<file path="src/rtl/wb_regfile.sv">
// wb_regfile: writeback stage of the pipeline.
// Chooses between the ALU result and load data, commits the chosen value into
// the integer register file, serves the two decode-stage read ports with a
// write-through bypass, and counts committed writes for debug/perf use.
module wb_regfile #(
  parameter int unsigned XLEN      = 32,
  parameter int unsigned REG_COUNT = 32,
  parameter int unsigned ADDR_W    = 5
) (
  input  logic              clk,
  input  logic              rst_n,
  input  logic              mem_wb_regwrite,
  input  logic              mem_wb_memtoreg,
  input  logic [ADDR_W-1:0] mem_wb_register_rd,
  input  logic [XLEN-1:0]   alu_result_mem_wb,
  input  logic [XLEN-1:0]   read_data_mem_wb,
  input  logic [ADDR_W-1:0] rs1_addr,
  input  logic [ADDR_W-1:0] rs2_addr,
  output logic [XLEN-1:0]   rs1_data,
  output logic [XLEN-1:0]   rs2_data,
  output logic [XLEN-1:0]   wb_data,
  output logic              wb_commit,
  output logic [31:0]       wb_count
);

  // Architectural register array and committed-write counter.
  logic [XLEN-1:0] regs_q [REG_COUNT];
  logic [XLEN-1:0] regs_d [REG_COUNT];
  logic [31:0]     wb_count_q;
  logic [31:0]     wb_count_d;

  // Writeback value selection and commit qualification.
  logic [XLEN-1:0] wb_sel;
  logic            rd_nonzero;
  logic            commit;

  // Choose load data or ALU result; x0 and reset both veto the commit.
  always_comb begin
    wb_sel     = mem_wb_memtoreg ? read_data_mem_wb : alu_result_mem_wb;
    rd_nonzero = (mem_wb_register_rd != '0);
    commit     = rst_n & mem_wb_regwrite & rd_nonzero;
  end

  // Next-state for the array and the counter; the counter wraps naturally.
  always_comb begin
    regs_d     = regs_q;
    wb_count_d = wb_count_q;
    if (commit) begin
      regs_d[mem_wb_register_rd] = wb_sel;
      wb_count_d                 = wb_count_q + 32'd1;
    end
  end

  // State registers; reset wins over any write presented in the same cycle.
  always_ff @(posedge clk) begin
    if (!rst_n) begin
      for (int unsigned i = 0; i < REG_COUNT; i++) begin
        regs_q[i] <= '0;
      end
      wb_count_q <= '0;
    end else begin
      regs_q     <= regs_d;
      wb_count_q <= wb_count_d;
    end
  end

  // Read port 1: x0 is zero, then bypass of this cycle's commit, then array.
  always_comb begin
    if (rs1_addr == '0) begin
      rs1_data = '0;
    end else if (commit && (rs1_addr == mem_wb_register_rd)) begin
      rs1_data = wb_sel;
    end else begin
      rs1_data = regs_q[rs1_addr];
    end
  end

  // Read port 2: same priority as port 1, evaluated independently.
  always_comb begin
    if (rs2_addr == '0) begin
      rs2_data = '0;
    end else if (commit && (rs2_addr == mem_wb_register_rd)) begin
      rs2_data = wb_sel;
    end else begin
      rs2_data = regs_q[rs2_addr];
    end
  end

  // Drive the observation outputs.
  always_comb begin
    wb_data   = wb_sel;
    wb_commit = commit;
    wb_count  = wb_count_q;
  end

endmodule

</file>
<file path="config.mk">
export PLATFORM = sky130hd
export DESIGN_NAME = wb_regfile
export DESIGN_NICKNAME = d
export VERILOG_FILES = /design/src/rtl/wb_regfile.sv
export SDC_FILE = /design/constraint.sdc
export NUM_CORES = 2
export LEC_CHECK = 0
export CORE_MARGIN = 2
export CORE_UTILIZATION = 30
export DETAILED_ROUTE_END_ITERATION = 8
export PLACE_DENSITY = 0.54
export RECOVER_POWER = 100
export SYNTH_ARGS = -nofsm -noshare
export SYNTH_HDL_FRONTEND = slang
export SYNTH_SLANG_ARGS = --single-unit
</file>
<file path="constraint.sdc">
create_clock -name clk -period 4.11 [get_ports clk]
set_input_delay 0.411 -clock clk [delete_from_list [all_inputs] [get_ports clk]]
set_output_delay 0.411 -clock clk [all_outputs]
set_load 0.02 [all_outputs]
</file>
Word-level counts from Yosys, hierarchy flattened
Cells that the tools add are included.
Storage, ports and cells
  logic and storage cells: 65
  register bits after elaboration: 1056
  output and inout port bits: 129
Cells by class
  $add $sub $neg: 1
  muxes and demuxes: 14
  reductions and logical operators: 6
  $lt $le $gt $ge: 4
  eq/ne operators: 2
  bitwise operators: 5
Operators by type and width (number)
  $bwmux W1024: 1
  $bmux W32 S5: 2
  $mux W32: 10
  $demux W32 S5: 1
  $add A32 B1 Y32 const B: 1
  $ge A6 B6 Y1 const B: 3
  $not A5 Y6: 3
  $eq A5 B5 Y1: 2
  $logic_not A5 Y1: 2
  $lt A6 B1 Y1 const B: 1
  $reduce_bool A5 Y1: 1
  $logic_and A1 B1 Y1: 3
  $and A1 B1 Y1: 2

Logic depth before layout (Yosys ltp)
  depth in word-level cells: 6
  mapped depth: 10
  gate-level depth less buffers: 6

Worst setup path before layout
No wires, ideal clock.
  path type: input-to-output
  start: in rs2_addr[1]
  end: out rs2_data[16]
  slack: 1237 ps
  arrival: 2462 ps
  buffers on the path: 3
  cell stages on the path: 7
  required time: 3699 ps
  cell sequence: buf_2 -> clkbuf_1 -> clkbuf_1 -> mux4_2 -> mux4_2 -> nor2b_1 -> a221o_1
On the way
  longest elaborated chain between the ends: 6
  elaborated cells on any way between the ends: 9
  those cells by class: 1 x eq/ne; 5 x mux; 1 x bitwise; 2 x reduce/logical
RTL lines
  start: declaration: RTL line 18  | input logic [ADDR_W-1:0] rs2_addr,
  $not A5 Y6 (not written as such): RTL line 85  | rs2_data = regs_q[rs2_addr];
  $bmux W32 S5: RTL line 85
  $mux W32 (not written as such) (2 in series): RTL line 85
  $mux W32: RTL line 82  | end else if (commit && (rs2_addr == mem_wb_register_rd)) begin
  $mux W32 *: RTL line 80  | if (rs2_addr == '0) begin
  end: declaration: RTL line 20  | output logic [XLEN-1:0] rs2_data,
Every way passes the cells marked *; elsewhere a longest branch is shown, timed or not. The select of a mux whose other input is x is not followed.

Worst setup path after layout
  start: in rs1_addr[2]
  end: out rs1_data[15]
On the way
  longest elaborated chain between the ends: 6
  elaborated cells on any way between the ends: 9
  those cells by class: 1 x eq/ne; 5 x mux; 1 x bitwise; 2 x reduce/logical
RTL lines
  start: declaration: RTL line 17  | input logic [ADDR_W-1:0] rs1_addr,
  $not A5 Y6 (not written as such): RTL line 74  | rs1_data = regs_q[rs1_addr];
  $bmux W32 S5: RTL line 74
  $mux W32 (not written as such) (2 in series): RTL line 74
  $mux W32: RTL line 71  | end else if (commit && (rs1_addr == mem_wb_register_rd)) begin
  $mux W32 *: RTL line 69  | if (rs1_addr == '0) begin
  end: declaration: RTL line 19  | output logic [XLEN-1:0] rs1_data,
Marks and branches as above.

==> metrics <==
Tmin final=4.14 ns; routed len/inst=28.6 um; share of layout cells above drive strength 1=20.6%; final worst setup slack=-0.0292 ns; Worst Setup End Kind=output port; Synth top area share=38.3%; global-route wire length before repair=313,000 um; final WL=219,000 um; Startpoint Class=input port; # diodes=0; Worst Max-Slew Pin Slew=2.39 ns; placed wire-length estimate=133,000 um; WL met2=100,000 um; Post-synth EDFFs=0; Area contributors post-synth=dfxtp_1 38%, mux4_2 20%, o211a_1 18%, nand2_1 7.4%, clkbuf_1 3.1%; fin cells=7,652; CP max FO=38; initial antenna violation count=8; largest net degree at the start of global routing=238; first-pass detailed-route iteration total=6; vias in the first global route=42,900; VDD IR-drop max=0.402 mV; Core Rows=157; Die Span Y=433 um; post-DR vias/cell=5.91; Worst Path Arrival=3.73 ns; cell family with most CP delay=buffers and inverters; die area=0.187 mm2; Core Box Area=0.183 mm2; synthesized flop and latch total=1,056; Slowest-stage cell, CP=clkbuf_4; Core Util, Final=35.4%; Tightest Hold Check Type=flop to flop; Max H-tree Level=3; Reg clk slew, reported paths=0.06 ns; GRT Residual Overflow=0; Syn Inst Count=5,129; status=complete, but fails checks; leakage power=34.2 nW; max_slew headroom=-59.3%; GRT Total Usage=22.8%; Hold Crit Start=regs_q[1013]$_SDFFE_PN0P_; CTS Sinks=1,056; met3 routed wirelength=17,100 um; total power=23.7 mW; placed cells=7,438; Syn. warnings=0; crit path kind=input port to output port; Top FF cell, synth=dfxtp_1; io pins=212; r2r startpoint=wb_count[6]$_SDFFE_PN0P_; register area share after synthesis=38.3%; Starting Density=30.2%; post-synthesis net count=5,213; Slew Limit Fails=334; Final Hold Violating Endpoints=0; CP cell instances=clkbuf_4 -> nor2_2 -> buf_4 -> nand3_1 -> nand2_1 -> buf_12 -> o21ai_0 -> buf_4 -> buf_4; Avg Synthesized Cell Area=10.8 um2; CTS tree=done; Max Clk Rate=242 MHz; number of port buffers=211; max-cap violation count=3; DRC=0; Synth Cell Area=0.0551 mm2; Highest Signal Layer=met4; Die W=433 um; DRT iter0 DRCs=5,431; Post-CTS Setup Inserts=0; Final ANT Viol Nets=0; DR vias=45,300; failing checks=max-capacitance violations, max-slew violations, negative setup slack; total power per unit cell area=365 mW/mm2; most frequent cells after synthesis=1,082 x nand2_1, 1,056 x dfxtp_1, 992 x o211a_1; unrepaired setup endpoints after global routing=no; Worst-Skew Late Latency=0.75 ns; post-synthesis cell type count=64; Setup crit start=rs1_addr[2]; Critical Path RT=3.70 ns; FFs w/ async S/R, synth=0%; Layout Nets=5,179; Synth-to-Final Area Change=17.5%; Crit path buffers/inverters=5; worst clock skew=0.00912 ns; most common cell in the netlist=nand2_1; top cell type by total area after synthesis=dfxtp_1; CTS root buf=clkbuf_16; cell mode on critical path=buf_4; Setup Viol. Count Final=2; CTS buffer count=118; M1 wire length=90,800 um; final RePlAce weighted congestion=0.855; Max stage delay on crit path=0.62 ns; Sum Neg Setup Slack=-0.0359 ns; Tcrit/Tclk final=101%; Clock Tree Buf Depth=3
-- sequential cells by signal, summed over array words and instances, names as in the netlist --
signal    flops
wb_count     32
regs_q     1024
-- final timing paths --
check / end / slack (ns) / cells past startpoint
max: rs1_data[15] / -0.03 / 9
min: regs_q[1013]$_SDFFE_PN0P_ / 0.48 / 1
max reg2reg: wb_count[28]$_SDFFE_PN0P_ / 1.52 / 5
min reg2reg: regs_q[1013]$_SDFFE_PN0P_ / 0.48 / 1
-- layer usage --
metal | global-route usage [%] | vias up
met1 | 30.6 | 23300
li1 | - | 19400
met4 | 10.1 | 0
met5 | 0 | -
met2 | 35.9 | 2130
met3 | 3.87 | 436
-- cell families after synthesis --
| kind of cell | after synthesis | synth area share, % |
|---|---|---|
| AO/OA/AOI/OAI | 1337 | 22.5 |
| multiplexers | 678 | 23.5 |
| XOR/XNOR | 26 | 0.413 |
| buffers and inverters | 655 | 4.91 |
| AND/OR/NAND/NOR | 1376 | 10.4 |
| adder cells (fa/ha/maj) | 1 | 0.0227 |
| flip-flops | 1056 | 38.3 |
-- through the flow --
step	setup slack (ns)	hold slack [ns]	instance area [um2]
after floorplan	1.24	0.443	55100
after global placement	0.00000289	0.458	61200
after detailed placement	-0.0270	0.463	61200
after CTS	0.0330	0.482	65100
after global routing	0.00294	0.491	64800
final	-0.0292	0.484	64800
-- cell type report --
class,count,area (um2)
repair buffers,462,4740
clock buffers,179,3490
multi-input cells,3418,31700
clock inverters,34,439
flip-flops and latches,1056,21100
inverters,39,146
fillers,18100,118000
well taps,2464,3080
-- what timing repair did --
| item | in CTS | in global routing |
|---|---|---|
| resized for setup | 1 | 1 |
| gates cloned | 0 | 0 |
| hold buffers | 1 | 0 |
| setup endpoints to repair | 1 | 3 |
| endpoints found under the hold margin | 1 | 0 |
-- power by group --
group          switching, mW  internal, mW  total (mW)
logic                   1.58         0.810        2.39
registers             0.0580          10.3        10.4
clock network           4.62          6.28        10.9
-- cell usage in the layout, fill, tap and decap left out, types with 14 or more instances in the layout --
cell / instances
buf_4: 190
clkbuf_8: 31
clkinv_2: 18
mux4_2: 487
o22ai_1: 55
dfxtp_1: 1056
and2_1: 39
mux2i_1: 127
clkbuf_1: 54
nor2_4: 32
dlygate4sd3_1: 53
nand2_1: 1082
a21oi_1: 35
a22oi_1: 63
o211a_1: 992
o21ai_0: 64
nor3_1: 14
nand2b_1: 17
a221oi_1: 28
inv_1: 35
buf_12: 75
clkdlybuf4s50_1: 105
nand3_1: 39
nor2b_1: 35
clkbuf_16: 118
mux2_2: 48
a221o_1: 46
nor2_1: 36
No activity file was read; power rests on OpenSTA's default activity.
